[src/rtl/clock_pkg.sv]
// Shared definitions for the front-panel clock-set controller: FSM states, edit field
// codes and the BCD wrap limits.
package clock_pkg;

    typedef enum logic [2:0] {
        ST_IDLE   = 3'd0,
        ST_SET_HH = 3'd1,
        ST_SET_MM = 3'd2,
        ST_SET_SS = 3'd3,
        ST_COMMIT = 3'd4
    } state_e;

    localparam logic [1:0] FLD_NONE = 2'd0;
    localparam logic [1:0] FLD_HH   = 2'd1;
    localparam logic [1:0] FLD_MM   = 2'd2;
    localparam logic [1:0] FLD_SS   = 2'd3;

    localparam logic [7:0] HH_MAX = 8'h23;
    localparam logic [7:0] MS_MAX = 8'h59;

    // Increments a packed BCD value. It wraps to 00 at lim and carries 9 into the tens digit.
    function automatic logic [7:0] bcd_inc(input logic [7:0] val, input logic [7:0] lim);
        logic [7:0] res;
        if (val == lim) begin
            res = 8'h00;
        end else if (val[3:0] == 4'd9) begin
            res = {val[7:4] + 4'd1, 4'd0};
        end else begin
            res = {val[7:4], val[3:0] + 4'd1};
        end
        return res;
    endfunction

endpackage

[src/rtl/btn_debounce.sv]
// Two-flop synchroniser followed by a stability filter. The filter emits a one-cycle
// press pulse when the accepted level rises.
module btn_debounce #(
    parameter int unsigned DEB_CYCLES = 1000000
) (
    input  logic clk,
    input  logic reset,
    input  logic raw,
    output logic level,
    output logic press
);

    localparam int unsigned   CW       = $clog2(DEB_CYCLES + 1);
    localparam logic [CW-1:0] CNT_LOAD = CW'(DEB_CYCLES - 1);

    logic          sync1_q;
    logic          sync2_q;
    logic          level_q;
    logic          press_q;
    logic [CW-1:0] cnt_q;

    // The counter reaching zero marks the DEB_CYCLES-th consecutive differing cycle.
    always_ff @(posedge clk) begin
        if (reset) begin
            sync1_q <= 1'b0;
            sync2_q <= 1'b0;
            level_q <= 1'b0;
            press_q <= 1'b0;
            cnt_q   <= CNT_LOAD;
        end else begin
            sync1_q <= raw;
            sync2_q <= sync1_q;
            press_q <= 1'b0;
            if (sync2_q == level_q) begin
                cnt_q <= CNT_LOAD;
            end else if (cnt_q == '0) begin
                level_q <= sync2_q;
                press_q <= sync2_q;
                cnt_q   <= CNT_LOAD;
            end else begin
                cnt_q <= cnt_q - 1'b1;
            end
        end
    end

    assign level = level_q;
    assign press = press_q;

endmodule

[src/rtl/clock_set_ctrl.sv]
// Front-panel time/alarm editor for the BCD clock. It debounces the buttons, edits
// hh:mm:ss, commits the result with load/put_alarm and generates the 1 Hz ena tick.
module clock_set_ctrl
    import clock_pkg::*;
#(
    parameter int unsigned TICK_DIV      = 100000000,
    parameter int unsigned DEB_CYCLES    = 1000000,
    parameter int unsigned TIMEOUT_TICKS = 10
) (
    input  logic       clk,
    input  logic       reset,
    input  logic       btn_mode,
    input  logic       btn_inc,
    input  logic       sel_alarm,
    input  logic [7:0] cur_hh,
    input  logic [7:0] cur_mm,
    input  logic [7:0] cur_ss,
    output logic [7:0] hh_in,
    output logic [7:0] mm_in,
    output logic [7:0] ss_in,
    output logic       load,
    output logic       put_alarm,
    output logic       ena,
    output logic       editing,
    output logic [1:0] edit_field
);

    localparam int unsigned   PW       = $clog2(TICK_DIV);
    localparam logic [PW-1:0] PRE_LAST = PW'(TICK_DIV - 1);
    localparam int unsigned   TW       = $clog2(TIMEOUT_TICKS + 1);
    localparam logic [TW-1:0] TO_LAST  = TW'(TIMEOUT_TICKS - 1);

    logic          mode_press;
    logic          inc_press;
    logic          mode_lvl_unused;
    logic          inc_lvl_unused;
    logic          pre_wrap;

    state_e        state_q;
    logic          target_q;
    logic [7:0]    hh_q;
    logic [7:0]    mm_q;
    logic [7:0]    ss_q;
    logic          load_q;
    logic          put_q;
    logic          editing_q;
    logic [1:0]    field_q;
    logic [TW-1:0] to_q;
    logic [PW-1:0] pre_q;

    btn_debounce #(.DEB_CYCLES(DEB_CYCLES)) u_deb_mode (
        .clk   (clk),
        .reset (reset),
        .raw   (btn_mode),
        .level (mode_lvl_unused),
        .press (mode_press)
    );

    btn_debounce #(.DEB_CYCLES(DEB_CYCLES)) u_deb_inc (
        .clk   (clk),
        .reset (reset),
        .raw   (btn_inc),
        .level (inc_lvl_unused),
        .press (inc_press)
    );

    assign pre_wrap = (pre_q == PRE_LAST);

    // Restarting the prescaler after a clock load aligns the seconds to the moment of commit.
    always_ff @(posedge clk) begin
        if (reset) begin
            pre_q <= '0;
        end else if ((state_q == ST_COMMIT) && !target_q) begin
            pre_q <= '0;
        end else if (pre_wrap) begin
            pre_q <= '0;
        end else begin
            pre_q <= pre_q + 1'b1;
        end
    end

    always_ff @(posedge clk) begin
        if (reset) begin
            state_q   <= ST_IDLE;
            target_q  <= 1'b0;
            hh_q      <= 8'h00;
            mm_q      <= 8'h00;
            ss_q      <= 8'h00;
            load_q    <= 1'b0;
            put_q     <= 1'b0;
            editing_q <= 1'b0;
            field_q   <= FLD_NONE;
            to_q      <= '0;
        end else begin
            load_q <= 1'b0;
            put_q  <= 1'b0;
            case (state_q)
                ST_IDLE: begin
                    if (mode_press) begin
                        state_q   <= ST_SET_HH;
                        hh_q      <= cur_hh;
                        mm_q      <= cur_mm;
                        ss_q      <= cur_ss;
                        target_q  <= sel_alarm;
                        to_q      <= '0;
                        editing_q <= 1'b1;
                        field_q   <= FLD_HH;
                    end
                end
                ST_SET_HH, ST_SET_MM, ST_SET_SS: begin
                    if (inc_press) begin
                        case (state_q)
                            ST_SET_HH: hh_q <= bcd_inc(hh_q, HH_MAX);
                            ST_SET_MM: mm_q <= bcd_inc(mm_q, MS_MAX);
                            default:   ss_q <= bcd_inc(ss_q, MS_MAX);
                        endcase
                    end
                    if (mode_press || inc_press) begin
                        to_q <= '0;
                    end else if (pre_wrap) begin
                        to_q <= to_q + 1'b1;
                    end
                    // A mode press that arrives with an inc press still advances after the increment.
                    if (mode_press) begin
                        case (state_q)
                            ST_SET_HH: begin
                                state_q <= ST_SET_MM;
                                field_q <= FLD_MM;
                            end
                            ST_SET_MM: begin
                                state_q <= ST_SET_SS;
                                field_q <= FLD_SS;
                            end
                            default: begin
                                state_q   <= ST_COMMIT;
                                editing_q <= 1'b0;
                                field_q   <= FLD_NONE;
                                load_q    <= ~target_q;
                                put_q     <= target_q;
                            end
                        endcase
                    end else if (!inc_press && pre_wrap && (to_q == TO_LAST)) begin
                        state_q   <= ST_IDLE;
                        editing_q <= 1'b0;
                        field_q   <= FLD_NONE;
                    end
                end
                ST_COMMIT: begin
                    state_q <= ST_IDLE;
                end
                default: begin
                    state_q   <= ST_IDLE;
                    editing_q <= 1'b0;
                    field_q   <= FLD_NONE;
                end
            endcase
        end
    end

    assign hh_in      = hh_q;
    assign mm_in      = mm_q;
    assign ss_in      = ss_q;
    assign load       = load_q;
    assign put_alarm  = put_q;
    assign editing    = editing_q;
    assign edit_field = field_q;
    assign ena        = pre_wrap & ~(editing_q & ~target_q);

endmodule
[config.mk]
export PLATFORM = sky130hd
export DESIGN_NAME = clock_set_ctrl
export DESIGN_NICKNAME = d
export VERILOG_FILES = /design/src/rtl/clock_pkg.sv /design/src/rtl/btn_debounce.sv /design/src/rtl/clock_set_ctrl.sv
export SDC_FILE = /design/constraint.sdc
export NUM_CORES = 1
export LEC_CHECK = 0
export ABC_AREA = 1
export CAP_MARGIN = 20
export CORE_ASPECT_RATIO = 2
export CORE_MARGIN = 4
export CORE_UTILIZATION = 52
export CTS_CLUSTER_DIAMETER = 40
export DETAILED_ROUTE_END_ITERATION = 8
export GPL_ROUTABILITY_DRIVEN = 0
export PLACE_DENSITY = 0.85
export SYNTH_ARGS = -nofsm -noshare
export SYNTH_HDL_FRONTEND = slang
export SYNTH_SLANG_ARGS = --single-unit
export TNS_END_PERCENT = 1
[constraint.sdc]
create_clock -name clk -period 1.8 [get_ports clk]
set_clock_uncertainty 0.1 [all_clocks]
set_input_delay 0.54 -clock clk [delete_from_list [all_inputs] [get_ports clk]]
set_output_delay 0.54 -clock clk [all_outputs]
set_load 0.005 [all_outputs]
==> results.cfg <==
[status]
outcome = finished, violations left
violations = negative setup slack

[sta]
fin_setup_tns_ns = -0.324
setup_ws_ns = -0.324
period_share_pct = 118
drv_slew = 0
setup_violations = 1
hold_viol = 0
tightest_slew_ns = 0.412
relSlewSlack_pct = 72.2
rsz0062_at_grt = yes
period_needed_ns = 2.12
fmax_ghz = 0.471

[grt]
grt_pass1_vias = 5943
grt_pass1_wl_um = 25100
grt_max_degree = 20
antenna_found_initial = 0
grtUsageTotal_pct = 24.8
grt_overflow = 0

[critical_path]
arrival_ns = 1.48
critPathRequiredTime_ns = 1.16
cp_max_fo = 2
path_class = flop to output port
cp-end-kind = output port
critPathLaunchType = flop
r2r-start = u_deb_inc.cnt_q[0]$_SDFF_PP1_
worstSetupStartpoint = pre_q[1]$_SDFF_PP0_

[power_and_ir_drop]
vdd_drop_max_v = 0.000527
power_density_mw_per_mm2 = 638
leakage_nw = 3.24

[synthesis]
synth_enable_flop_cells = 0
seq_area_frac_synth_pct = 38.8
ys_ff_latch = 112
syn_area_per_cell_um2 = 7.17
syn-num-nets = 852
synth_top_area_share_pct = 38.8
synth_area_leaders = dfxtp_1, nand2_1, nor2_1, inv_1, a21oi_1
postSynthCellCount = 805
yosys.area.top_type = dfxtp_1
syn-cell-area_mm2 = 0.00577
synthArstFlopShare_pct = 0
yosysWarnings = 0
ys.flop_type = dfxtp_1
yosys.cell_types.count = 38

[job]
cap_violations = 0

[routing]
vias_per_cell = 5.38
drt-pass1-iter-count = 5
wl_per_cell_um = 14.3
wl_um = 15600
drcViolationCount = 0
via_count = 5853
drt_iter0_drc = 353
antenna_left = 0

[worst_hold_path]
hold_path.class = flop to flop
hold_start = u_deb_inc.cnt_q[0]$_SDFF_PP1_

[cts]
holdBufCountCts = 0
clk_path_buf_depth = 2
clk_latency_ns = 0.35
tritoncts = done
cts_root_buf = clkbuf_16
cts_buffers = 9
post_cts_buffers = 0
clk_pin_slew_ns = 0.08
cts.sinks = 112
htreeDepth = 3

[die]
core_area_mm2 = 0.0109
die_w_um = 82.5
dieArea_mm2 = 0.0130
rows = 54
die_y_um = 157
initial_utilization_pct = 53.1
boundaryPins = 59

[cells_and_area]
seq_area_mm2 = 0.00230
fill_cells = 849
fin_cells = 1087
layout.nets = 989
drive_gt1_share_pct = 22.4
syn_to_final_growth_pct = 31.2
multiInputGateArea_mm2 = 0.00327
num_antenna_cells = 0

[placed_design]
dp_hpwl_um = 11400
numPlacedInstances = 1071
port_buffers = 58
through the flow:
| stage | util (%) | area [um^2] | power (mW) | hold slack, ns | setup WS [ns] |
|---|---|---|---|---|---|
| finish | 69.6 | 7570 | 4.83 | 0.302 | -0.324 |
| global route | 69.6 | 7570 | 5.00 | 0.310 | -0.374 |
| CTS | 68.1 | 7410 | 4.84 | 0.299 | -0.316 |
| detailed placement | 65.1 | 7080 | 2.89 | 0.281 | -0.396 |
| global placement | 65.1 | 7080 | 2.88 | 0.274 | -0.376 |
| floorplan | - | 5790 | 2.74 | 0.266 | 0.0155 |
sequential cells by signal, indices dropped and copies added (netlist names), 2 cells and up:
signal            flops
edit_field            2
hh_in                 8
mm_in                 8
pre_q                27
ss_in                 8
state_q               3
to_q                  4
u_deb_inc.cnt_q      20
u_deb_mode.cnt_q     20
worst paths after layout:
kind              slack, ns                              to  cells past startpoint
setup reg to reg       0.04  u_deb_inc.cnt_q[16]$_SDFF_PP1_                      9
setup / recovery      -0.32                             ena                      8
hold reg to reg        0.30   u_deb_inc.cnt_q[0]$_SDFF_PP1_                      1
hold / removal         0.30   u_deb_inc.cnt_q[0]$_SDFF_PP1_                      1
cell usage after synthesis (5+ instances only):
| master | instances |
|---|---|
| o21ai_0 | 47 |
| a21oi_1 | 57 |
| xnor2_1 | 15 |
| nand3_1 | 56 |
| clkbuf_1 | 5 |
| inv_1 | 92 |
| inv_2 | 8 |
| ha_1 | 18 |
| nand4_1 | 16 |
| dfxtp_1 | 112 |
| nor2_4 | 7 |
| nor3_1 | 22 |
| nand2_4 | 6 |
| nand2_2 | 9 |
| xor2_1 | 20 |
| or2_2 | 9 |
| nor2_1 | 114 |
| nand2_1 | 152 |
| nor4_1 | 7 |
layer usage:
| layer | up-vias | global-route usage [%] | wire [um] |
|---|---|---|---|
| li1 | 2880 | - | - |
| met1 | 2702 | 22.7 | 5350 |
| met2 | 176 | 45.7 | 8440 |
| met3 | 95 | 4.18 | 469 |
| met4 | 0 | 19.8 | 1340 |
| met5 | - | 0 | 0 |
cells in the final DEF, fill, tap and decap left out, types with 22 or more instances in the layout:
cell type / instances
dlygate4sd2_1: 29
inv_1: 90
nor2_1: 100
a21oi_1: 54
nand2_1: 149
nand3_1: 53
dfxtp_2: 22
clkdlybuf4s50_1: 28
o21ai_0: 47
dfxtp_1: 81
buf_4: 79
kinds of logic (layout without fill, tap and decap cells):
| kind of cell | after synthesis | after routing | synth area share (%) |
|---|---|---|---|
| AND/OR/NAND/NOR | 414 | 414 | 33.3 |
| AO/OA/AOI/OAI | 114 | 114 | 10.8 |
| flip-flops | 112 | 112 | 38.8 |
| buffers and inverters | 112 | 254 | 7.85 |
| XOR/XNOR | 35 | 35 | 5.31 |
| adder cells (fa/ha/maj) | 18 | 18 | 3.90 |
critical path, cell delays in order (launching register included):
cell and delay [ns]:
dfxtp_2 0.35, ha_4 0.15, nand2_4 0.05, nor2_4 0.10, nand2_4 0.06, nor2_2 0.08
nand4_1 0.10, a21oi_2 0.12, buf_2 0.12
power by group:
group	switching, mW	total (mW)	internal, mW
clock	0.961	2.00	1.04
sequential	0.0164	2.50	2.48
combinational	0.185	0.333	0.149
total	1.16	4.83	3.67
final cells by class:
class | count | share of cell area [%]
multi-input cells | 581 | 43.2
flip-flops and latches | 112 | 30.4
repair buffers | 138 | 15.2
inverters | 100 | 4.96
clock buffers | 11 | 3.34
well taps | 140 | 2.31
clock inverters | 5 | 0.595
timing repair:
| item | in CTS | in global routing |
|---|---|---|
| gates resized for setup | 70 | 45 |
| gates cloned | 0 | 0 |
| pin swaps | 2 | 4 |
| setup endpoints to repair | 49 | 63 |
(Power assumes the default switching activity.)
